==> src/rtl/sr_word_serializer.sv <==
// Parallel-to-serial feeder for a bidirectional shift register: each accepted word is
// streamed one bit per clock so the downstream register ends up holding the word intact.
module sr_word_serializer #(
   parameter int WIDTH = 16,
   parameter int GAP   = 0
) (
   input  logic             clk,
   input  logic             rstn,
   input  logic [WIDTH-1:0] in_data,
   input  logic             in_dir,
   input  logic             in_valid,
   output logic             in_ready,
   input  logic             flush,
   output logic             sr_d,
   output logic             sr_en,
   output logic             sr_dir,
   output logic             busy,
   output logic             done
);
   localparam int CNT_W = ($clog2(WIDTH + 1) > 8) ? $clog2(WIDTH + 1) : 8;
   localparam logic [CNT_W-1:0] LAST_BIT = CNT_W'(WIDTH - 1);
   localparam logic [CNT_W-1:0] LAST_GAP = (GAP > 0) ? CNT_W'(GAP - 1) : '0;
   localparam logic [CNT_W-1:0] ONE      = CNT_W'(1);

   typedef enum logic [1:0] {ST_IDLE, ST_SHIFT, ST_GAP} state_t;

   state_t           r_state,    w_state_next;
   logic [CNT_W-1:0] r_cnt,      w_cnt_next;
   logic [WIDTH-1:0] r_word,     w_word_next;
   logic             r_sr_d,     w_sr_d_next;
   logic             r_sr_en,    w_sr_en_next;
   logic             r_sr_dir,   w_sr_dir_next;
   logic             r_busy,     w_busy_next;
   logic             r_done,     w_done_next;
   logic             r_in_ready, w_in_ready_next;

   always_ff @(posedge clk or negedge rstn) begin
      if (!rstn) begin
         r_state    <= ST_IDLE;
         r_cnt      <= '0;
         r_word     <= '0;
         r_sr_d     <= 1'b0;
         r_sr_en    <= 1'b0;
         r_sr_dir   <= 1'b0;
         r_busy     <= 1'b0;
         r_done     <= 1'b0;
         r_in_ready <= 1'b0;
      end else begin
         r_state    <= w_state_next;
         r_cnt      <= w_cnt_next;
         r_word     <= w_word_next;
         r_sr_d     <= w_sr_d_next;
         r_sr_en    <= w_sr_en_next;
         r_sr_dir   <= w_sr_dir_next;
         r_busy     <= w_busy_next;
         r_done     <= w_done_next;
         r_in_ready <= w_in_ready_next;
      end
   end

   // The hold register shifts toward the outgoing end so the next bit is always at
   // bit 0 (LSB-first words) or at the MSB (MSB-first words).
   always_comb begin
      w_state_next    = r_state;
      w_cnt_next      = r_cnt;
      w_word_next     = r_word;
      w_sr_d_next     = 1'b0;
      w_sr_en_next    = 1'b0;
      w_sr_dir_next   = r_sr_dir;
      w_busy_next     = r_busy;
      w_done_next     = 1'b0;
      w_in_ready_next = r_in_ready;
      case (r_state)
         ST_IDLE: begin
            w_in_ready_next = 1'b1;
            w_busy_next     = 1'b0;
            if (in_valid && r_in_ready && !flush) begin
               w_state_next    = ST_SHIFT;
               w_cnt_next      = '0;
               w_sr_dir_next   = in_dir;
               w_sr_en_next    = 1'b1;
               w_sr_d_next     = in_dir ? in_data[0] : in_data[WIDTH-1];
               w_word_next     = in_dir ? {1'b0, in_data[WIDTH-1:1]}
                                        : {in_data[WIDTH-2:0], 1'b0};
               w_in_ready_next = 1'b0;
               w_busy_next     = 1'b1;
            end
         end
         ST_SHIFT: begin
            if (flush) begin
               w_state_next    = ST_IDLE;
               w_cnt_next      = '0;
               w_busy_next     = 1'b0;
               w_in_ready_next = 1'b1;
            end else if (r_cnt == LAST_BIT) begin
               w_done_next = 1'b1;
               w_cnt_next  = '0;
               if (GAP == 0) begin
                  w_state_next    = ST_IDLE;
                  w_busy_next     = 1'b0;
                  w_in_ready_next = 1'b1;
               end else begin
                  w_state_next = ST_GAP;
               end
            end else begin
               w_cnt_next   = r_cnt + ONE;
               w_sr_en_next = 1'b1;
               w_sr_d_next  = r_sr_dir ? r_word[0] : r_word[WIDTH-1];
               w_word_next  = r_sr_dir ? {1'b0, r_word[WIDTH-1:1]}
                                       : {r_word[WIDTH-2:0], 1'b0};
            end
         end
         ST_GAP: begin
            if (flush || r_cnt == LAST_GAP) begin
               w_state_next    = ST_IDLE;
               w_cnt_next      = '0;
               w_busy_next     = 1'b0;
               w_in_ready_next = 1'b1;
            end else begin
               w_cnt_next = r_cnt + ONE;
            end
         end
         default: w_state_next = ST_IDLE;
      endcase
   end

   assign in_ready = r_in_ready;
   assign sr_d     = r_sr_d;
   assign sr_en    = r_sr_en;
   assign sr_dir   = r_sr_dir;
   assign busy     = r_busy;
   assign done     = r_done;
endmodule

==> config.mk <==
export PLATFORM = sky130hd
export DESIGN_NAME = sr_word_serializer
export DESIGN_NICKNAME = d
export VERILOG_FILES = /design/src/rtl/sr_word_serializer.sv
export SDC_FILE = /design/constraint.sdc
export NUM_CORES = 1
export LEC_CHECK = 0
export ABC_AREA = 1
export BUFFER_PORTS_ARGS = -buffer_cell sky130_fd_sc_hd__buf_4
export CORE_MARGIN = 2
export CORE_UTILIZATION = 60
export CTS_CLUSTER_SIZE = 30
export DETAILED_ROUTE_END_ITERATION = 16
export PLACE_DENSITY = 0.83
export SLEW_MARGIN = 20
export SYNTH_ARGS = -nofsm -noshare
export SYNTH_HDL_FRONTEND = slang
export SYNTH_SLANG_ARGS = --single-unit
export TNS_END_PERCENT = 20
==> constraint.sdc <==
create_clock -name clk -period 3.6 [get_ports clk]
set_input_delay 0.36 -clock clk [delete_from_list [all_inputs] [get_ports clk]]
set_output_delay 0.36 -clock clk [all_outputs]
set_load 0.02 [all_outputs]
Word-level counts from Yosys, hierarchy flattened
Index checks and enable logic that the tools add are counted.
{"block": "word_totals", "ramBits": 0, "output_inout_bits": 6, "mem_count": 0, "input_bits": 21, "word_cells": 69, "register_bits": 32, "rom_bits": 0, "latchBits": 0}
{"block": "op_classes", "div_mod_pow": 0, "n_shift": 0, "n_reduce_logical": 13, "mul": 0, "n_eq_ne": 8, "muxes": 38, "add_sub_neg": 1, "n_bitwise": 0, "n_lt_le_gt_ge": 0}
{"operator": "16-bit 2-to-1 mux", "n": 5}
{"operator": "8-bit 2-to-1 mux", "n": 4}
{"operator": "16-bit one-hot mux with 2 select lines", "n": 1}
{"operator": "8-bit one-hot mux with 3 select lines", "n": 1}
{"operator": "1-bit 2-to-1 mux", "n": 18}
{"operator": "8-bit by 1-bit adder with 8-bit output, second input constant", "n": 1}
{"operator": "8-bit by 4-bit == test with 1-bit output, second input constant", "n": 1}
{"operator": "8-bit logical NOT", "n": 1}
{"operator": "2-bit 2-to-1 mux", "n": 4}
{"operator": "2-bit != test, second input constant", "n": 4}
{"operator": "1-bit one-hot mux with 3 select lines", "n": 2}
{"operator": "2-bit one-hot mux with 3 select lines", "n": 1}
{"operator": "3-bit AND reduction", "n": 2}
{"operator": "1-bit one-hot mux with 2 select lines", "n": 2}
{"operator": "2-bit AND reduction", "n": 2}
{"operator": "4-bit AND reduction", "n": 1}
{"operator": "3-bit != test, second input constant", "n": 1}
{"operator": "3-bit nonzero test", "n": 1}
{"operator": "2-bit by 1-bit == test with 1-bit output, second input constant", "n": 1}
{"operator": "2-bit == test, second input constant", "n": 1}
{"operator": "1-bit logical AND", "n": 2}
{"operator": "2-bit logical NOT", "n": 1}
{"operator": "2-bit nonzero test", "n": 1}
{"operator": "1-bit logical NOT", "n": 1}
{"operator": "1-bit logical OR", "n": 1}

Longest topological paths before layout
Gate-level depths: netlist of run 1.
{"block": "depth", "depth_word": 4, "ltp_mapped": 9, "depth_no_buf": 8}

Least setup slack after synthesis of run 1
OpenSTA, ideal clock, no wires.
{"block": "synth_timing", "path_type": "register to register", "startpoint": "register r_cnt[0]", "endpoint": "register r_word[11]", "path_buffers": 1, "synth_period_minus_slack_ps": 1366, "path_stages_with_launch": 10, "arrival_time_ps": 1250, "required_ps": 3484, "setup_ps": 116, "path_slack_ps": 2234, "cell_sequence": "dfrtp_1 -> ha_1 -> nand2_2 -> nor2_2 -> nand3_2 -> nand2_4 -> nand2_4 -> buf_6 -> nand2_1 -> nand2_1"}
{"block": "synth_between", "elab_chain_len": 3}
{"element": "start, declared", "line_no": "28", "text": "logic [CNT_W-1:0] r_cnt, w_cnt_next;"}
{"element": "start signal, assigned", "line_no": "50", "text": "r_cnt <= w_cnt_next;"}
{"element": "8-bit by 4-bit == test with 1-bit output", "line_no": "95", "text": "end else if (r_cnt == LAST_BIT) begin"}
{"element": "2-bit != test (no line)"}
{"element": "4-bit AND reduction (no line)"}
{"element": "end signal, assigned", "line_no": "51", "text": "r_word <= w_word_next;"}
{"element": "end, declared", "line_no": "29", "text": "logic [WIDTH-1:0] r_word, w_word_next;"}
Every way passes these cells.
A chain may end at the register's enable or synchronous reset.

Worst setup path in the final report of run 1
{"block": "layout_timing", "startpoint": "register r_state[0]", "endpoint": "register r_word[12]"}
{"block": "layout_between", "elab_chain_len": 3, "word_cells_on_any_way": 8}
{"element": "start, declared", "line_no": "27", "text": "state_t r_state, w_state_next;"}
{"element": "start signal, assigned", "line_no": "49", "text": "r_state <= w_state_next;"}
{"element": "2-bit by 1-bit == test with 1-bit output / 2-bit logical NOT (equally long branches)", "line_no": "73", "text": "case (r_state)"}
{"element": "2-bit != test (no line) / 2-bit nonzero test (equally long branches)"}
{"element": "4-bit AND reduction (no line)"}
Several ways; a longest one is shown, not always the timed one.

==> results by group, run 1 <==
Placement
  – # port buffers: 26
  – Area after DPL: 1968 um2
  – Cells after DPL: 301
  – Post-DP HPWL: 2.846 mm
  – GPL Wtd Cong: 0.8421

Route
  – 1st-pass router iterations: 7
  – Drt drc: 0
  – Drt initial violations: 96
  – DR WL/cell: 13.57 um
  – Vias post-DR: ~1,800
  – Final wirelength: 4.208 mm
  – Vias per cell: roughly 5.7
  – Routed Antenna Nets: 0

Cells and area
  – Layout cells sized above 1: 16.49%
  – Final instance area: 2064 um2
  – Area of the multi-input gates: 890.9 um2
  – Fill count: 228
  – # diodes: 0
  – Final Net Count: 300
  – Area delta synth->final: 16.12%
  – Non-filler cells, final: 310
  – Register Area: 775.7 um2

Yosys
  – Ys async rst share: 100.0%
  – Synth warn: 0
  – Post-synth top area share: 43.63%
  – Mapped Nets: 272
  – Synthesized area per cell: 7.112 um2
  – Ys flop type: dfrtp_1
  – Area contributors post-synth: dfrtp_1 (44%), nand2_1 (20%), nand3_1 (6.5%)
  – Post-synth EDFFs: 0
  – Mapped Cells: 250
  – Synth top cells by count: nand2_1 (94), dfrtp_1 (31), nor2_1 (26)
  – Synth unique cells: 24
  – Yosys reg bits: 31
  – Count leader, synth: nand2_1
  – Register area share after synthesis: 43.63%
  – Cell taking the most area after synthesis: dfrtp_1
  – Synth Cell Area: between 1500 and 2000 um2

GRT
  – Vias in the first global route: roughly 1,600
  – Largest net degree at the start of global routing: 32
  – GRT Util Overall: 27.39%
  – Grt total ovfl: 0
  – Antenna violations before repair: 0
  – First-pass GRT wire length: 7.024 mm

STA
  – Least-Margin Pin Slew: 0.8136 ns
  – Fin crit share: 51.73%
  – Final setup fails: 0
  – RSZ-0062 raised after global routing: no
  – Final slew viol count: 0
  – FMAX: 0.5369 GHz
  – Worst-case clock skew: 0.004302 ns
  – Relative slew slack: 45.63%
  – Final hold vios: 0
  – Final setup TNS: 0 ns
  – Final worst path period need: 1.862 ns
  – Hold WS: 0.2243 ns

Floorplan
  – Total die area: 3415 um2
  – Die Ht: 58.44 um
  – Row cnt: 19
  – Core box area: 2781 um2
  – Starting density of the core: a little under two thirds
  – Ports: 27
  – Die width: 58.44 um

Critical path
  – Worst Path Max Fanout: 22
  – FF-to-FF path depth: 5
  – Setup CP Type: flop to flop
  – RR Startpoint: r_state[0]$_DFFE_PN0P_
  – Critical-path top delay cell: nand2_1
  – Arr. time, crit path: 2.09 ns
  – Crit path top cell by count: nand2_1
  – Crit path buffers/inverters: 1
  – Kind of end point of the critical path: flop
  – Crit path max-delay family: simple AND/OR/NAND/NOR gates
  – Largest stage delay, worst path: 0.63 ns
  – Critical path launch point type: flop
  – Reg2Reg Setup Slack: about 1.7 ns
  – Critical path required time: 3.83 ns
  – Critical Path Start: r_state[0]$_DFFE_PN0P_
  – Worst path cell trace: inv_2 -> nand2_1 -> nand2_4 -> nand2_1 -> nand2_1
  – Reg2reg end: r_word[12]$_DFFE_PN0P_

Clocking
  – Max Root-Sink Buffers: 2
  – Clk pin slew, worst setup/hold paths: 0.10 ns
  – CTS Sinks: 31
  – Clock Latency Late Sink: 0.34 ns
  – Root Driver: clkbuf_4
  – CTS Buf Count: 5
  – CTS tree: yes
  – Htree depth: 2

Worst hold path
  – Hold_sp: flush
  – Worst hold path depth: 2
  – Min-Delay Endpoint: done$_DFF_PN0_
  – Min-delay worst type: primary input to flop

Run
  – Maxcap violations: 0

Power
  – Static Leak: roughly 1.1 nW
  – Power Density: 527.8 nW/um2
  – Peak VDD IR: 0.0005612 V

Run status
  – Status: completed
-- where the power goes --
part           internal, mW  leakage [nW]  switching, mW
sequential            0.432         0.403         0.0725
clock                 0.164        0.0482          0.124
combinational         0.112         0.614          0.185
-- timing repair --
| action | CTS | global route |
|---|---|---|
| hold buffers | 1 | 0 |
| hold endpoints to repair | 31 | 0 |
| gates resized for setup | 0 | 0 |
| setup buffers | 0 | 0 |
-- flip-flops by register name, indices dropped and copies added (netlist names) --
name      cells
r_word       16
r_cnt         8
busy          1
done          1
in_ready      1
r_state       1
sr_d          1
sr_dir        1
sr_en         1
-- cells by family (layout without fill, tap and decap cells) --
| group | after synthesis | count (layout) | share of synthesized area [%] |
|---|---|---|---|
| simple gates | 163 | 163 | 39.83 |
| flops | 31 | 31 | 43.63 |
| compound gates | 29 | 29 | 8.585 |
| buf+inv | 24 | 53 | 6.263 |
| xor+xnor | 2 | 2 | 0.9854 |
| fa+ha+maj | 1 | 1 | 0.7036 |
-- layout by cell type, fill, tap and decap left out --
cell type | Yosys | layout
or2_2 | 2 | 2
dfrtp_1 | 31 | 31
o21bai_1 | 2 | 2
clkinv_1 | 1 | 1
clkinv_2 | 0 | 1
nand2_4 | 2 | 2
xor2_1 | 2 | 2
inv_1 | 16 | 16
nand3_1 | 23 | 23
clkbuf_8 | 0 | 1
nor2_2 | 4 | 4
a21oi_1 | 18 | 18
nor2_4 | 1 | 1
o22ai_1 | 2 | 2
dlygate4sd3_1 | 0 | 1
ha_1 | 1 | 1
inv_2 | 1 | 1
nor2_1 | 26 | 26
buf_4 | 3 | 26
nand2_1 | 94 | 94
nand4_1 | 8 | 8
nor3_1 | 1 | 1
nand3_2 | 1 | 1
clkbuf_4 | 0 | 5
nand2_2 | 1 | 1
bufinv_16 | 0 | 1
o21ai_0 | 7 | 7
-- metal layers --
layer | vias up | wire (um) | global-route usage (%)
li1 | 860 | - | -
met1 | 822 | 1953 | 39.63
met2 | 81 | 1859 | 40.45
met3 | 5 | 351 | 6.813
met4 | 0 | 43 | 8.970
met5 | - | 0 | 0
-- worst reg2reg max path, delay by kind of cell, from the launching register on --
family                 cells  cell delay (ns)
and+or+nand+nor            4             1.09
buffers and inverters      1             0.14
DFF                        1             0.53
-- stage by stage --
step                      total power [mW]  setup WS, ns  utilization (%)
after floorplan                     0.7055         2.234                -
after global placement              0.7908         1.834            70.76
after detailed placement            0.8002         1.807            70.76
after CTS                            1.087         1.764            74.22
after global routing                 1.156         1.564            74.22
final                                1.090         1.738            74.22
-- worst max-delay path by stage --
stage / slack, ns / cells after the start / to
after floorplan: 2.23 / 9 / r_word[11]$_DFFE_PN0P_
after global placement: 1.83 / 5 / r_word[6]$_DFFE_PN0P_
after detailed placement: 1.81 / 5 / r_word[12]$_DFFE_PN0P_
after CTS: 1.76 / 5 / r_word[12]$_DFFE_PN0P_
after global routing: 1.56 / 5 / r_word[12]$_DFFE_PN0P_
final: 1.74 / 5 / r_word[12]$_DFFE_PN0P_
-- area by class of cell --
type	count	area share, %
tap	31	1.879
sequential	31	37.58
inverter	18	3.273
clock buffer	6	2.485
clock inverter	2	1.697
timing repair buffer	27	9.939
multi-input combinational	195	43.15
No activity file was read; power rests on OpenSTA's default activity.
==> run 2, diff against run 1 <==
CORE_UTILIZATION = 51   (was 60)
PLACE_DENSITY = 0.76   (was 0.83)
clock period = 1.7 ns   (was 3.6 ns; I/O delays follow)
==> results by group, run 2 (synthesized netlist as in run 1, its figures left out) <==
Floorplan
  – Row cnt: 21 (+2)
  – Total die area: 3975 um2 (+16%)
  – Ports: 27 (unchanged)
  – Die Ht: 63.05 um (+7.9%)
  – Die width: 63.05 um (+7.9%)
  – Core box area: 3337 um2 (+20%)
  – Starting density of the core: 53.28% (-11 points)

Placement
  – Post-Place Setup Slack: 0.1551 ns (-1.652 ns)
  – Area after DPL: 2017 um2 (+2.5%)
  – Post-DP HPWL: 3.044 mm (+7.0%)
  – Cells after DPL: 320 (+6.3%)
  – GPL Wtd Cong: 0.8524 (+1.2%)
  – # port buffers: 26 (unchanged)

STA
  – Fin crit share: 90.97% (+39 points)
  – Hold WS: 0.04688 ns (-0.1774 ns)
  – Final hold vios: 0 (unchanged)
  – RSZ-0062 raised after global routing: no
  – Final worst path period need: 1.546 ns (-0.3160 ns)
  – Final slew viol count: 0 (unchanged)
  – Worst-case clock skew: 0.008365 ns (+0.004062 ns)
  – Final setup TNS: 0 ns (unchanged)
  – Least-Margin Pin Slew: 0.5709 ns (-0.2426 ns)
  – Final setup fails: 0 (unchanged)
  – Relative slew slack: 61.80% (+16 points)
  – Setup WS post-layout: 0.1536 ns (-1.584 ns)
  – FMAX: 0.6467 GHz (+20%)

Worst hold path
  – Hold_sp: flush
  – Min-delay worst type: primary input to flop

Critical path
  – Reg2Reg Setup Slack: 0.15 ns (-1.58 ns)
  – Critical Path Start: r_cnt[0]$_DFFE_PN0P_
  – Arr. time, crit path: 1.82 ns (-0.27 ns)
  – RR Startpoint: r_cnt[0]$_DFFE_PN0P_
  – Kind of end point of the critical path: flop
  – Critical path launch point type: flop
  – Worst Path Max Fanout: 12 (-45%)
  – Critical path required time: 1.97 ns (-1.86 ns)
  – Setup CP Type: flop to flop

Route
  – 1st-pass router iterations: 4 (-3)
  – Max layer used: met4
  – Drt drc: 0 (unchanged)
  – Met3 wire len: 227 um (-35%)
  – Vias post-DR: 1,730 (-2.1%)
  – Routed Antenna Nets: 0 (unchanged)
  – Final wirelength: 4.278 mm (+1.7%)
  – Met2 Routed Length: 2.021 mm (+8.7%)
  – DR WL/cell: 13.00 um (-4.2%)
  – Drt initial violations: 211 (+120%)
  – M1 WL: 2.010 mm (+2.9%)
  – Vias per cell: 5.258 (-7.8%)

Power
  – Total power: 2.315 mW (+110%)
  – Comb pwr share: 28.0% (+0.7 points)
  – Int Power: 1.515 mW (+110%)
  – Static Leak: 1.081 nW (+1.4%)
  – Peak VDD IR: 0.0006253 V (+11%)
  – Power Density: 1094 nW/um2 (+110%)
  – Sequential power share: 46.3% (about the same)
  – Switching pwr: 0.7994 mW (+110%)
  – Clock power share: 25.8% (-0.6 points)
  – Sw frac: 34.54% (-0.45 points)

Clocking
  – Clock Latency Late Sink: 0.33 ns (about the same)
  – Max Root-Sink Buffers: 2 (unchanged)
  – Root Driver: clkbuf_4
  – Htree depth: 2 (unchanged)
  – CTS Buf Count: 5 (unchanged)
  – Post-CTS Setup Inserts: 0 (unchanged)
  – CTS tree: yes
  – CTS Sinks: 31 (unchanged)
  – Clk pin slew, worst setup/hold paths: 0.10 ns (about the same)

Cells and area
  – Area delta synth->final: 19.00%
  – Non-filler cells, final: 329 (+6.1%)
  – Top flop regs: r_word (16), r_cnt (8)
  – Final instance area: 2116 um2 (+2.5%)
  – Fin util: 63.40% (-11 points)
  – Final Net Count: 304 (+1.3%)
  – Top reg by flops: r_word
  – Commonest non-fill, non-tap cell in the layout: nand2_1
  – Layout cells sized above 1: 18.02% (+1.5 points)
  – Largest register FFs: 16 (unchanged)
  – Commonest non-fill, non-tap cells in the layout: nand2_1 (94), dfrtp_1 (31), buf_4 (30), nor2_1 (26), nand3_1 (23)
  – # diodes: 0 (unchanged)

GRT
  – Vias in the first global route: 1,709 (+10%)
  – Antenna violations before repair: 0 (unchanged)
  – First-pass GRT wire length: 7.596 mm (+8.1%)
  – Grt total ovfl: 0 (unchanged)
  – GRT Util Overall: 24.28% (-3.1 points)
  – Largest net degree at the start of global routing: 32 (unchanged)

Run
  – Maxcap violations: 0 (unchanged)

Run status
  – Status: completed
==> run 2: cell types whose count changed in the layout (fill, tap and decap cells not counted), sizes merged <==
cell,change
buf,+4
==> run 2: timing repair <==
item,in CTS,in global routing
gates resized for setup,0,1
endpoints found under the setup margin,0,8
endpoints found under the hold margin,31,0
hold buffers,1,0
==> run 2: routing by layer <==
layer  global-route usage (%)  vias up
li1                         -      870
met3                    6.306        2
met2                    37.90       51
met1                    32.83      807
met5                        0        -
met4                    8.056        0
==> run 2: area by class of cell <==
cell class                      count  area [um2]
Tap cell                           46       57.56
Timing Repair Buffer               31       235.2
Sequential cell                    31       775.7
Clock inverter                      2       35.03
Multi-Input combinational cell    195       893.4
Clock buffer                        6       51.30
Inverter                           18       67.56
Fill cell                         319        1221
==> run 2: worst max-delay path: stages (launching register included) <==
cell,delay (ns)
dfrtp_1,0.42
ha_2,0.24
nand2_2,0.06
nor2_2,0.09
nand3_2,0.13
nand2_4,0.17
buf_4,0.21
nand3_1,0.09
nand2_1,0.07
==> run 2: power groups by stage <==
stage | clock (mW) | sequential (mW) | combinational (mW)
detailed placement | 0 | 1.07 | 0.643
floorplan | 0 | 1.06 | 0.437
global placement | 0 | 1.08 | 0.628
CTS | 0.605 | 1.06 | 0.645
global route | 0.639 | 1.10 | 0.741
finish | 0.596 | 1.07 | 0.647
==> run 2: worst paths after layout <==
check	depth (start not counted)	end
worst min-delay path	2	done$_DFF_PN0_
worst max register to register	8	r_word[10]$_DFFE_PN0P_
worst max-delay path	8	r_word[10]$_DFFE_PN0P_
max in group asynchronous	2	sr_d$_DFF_PN0_
min in group asynchronous	2	r_cnt[1]$_DFFE_PN0P_
worst min register to register	2	r_word[11]$_DFFE_PN0P_
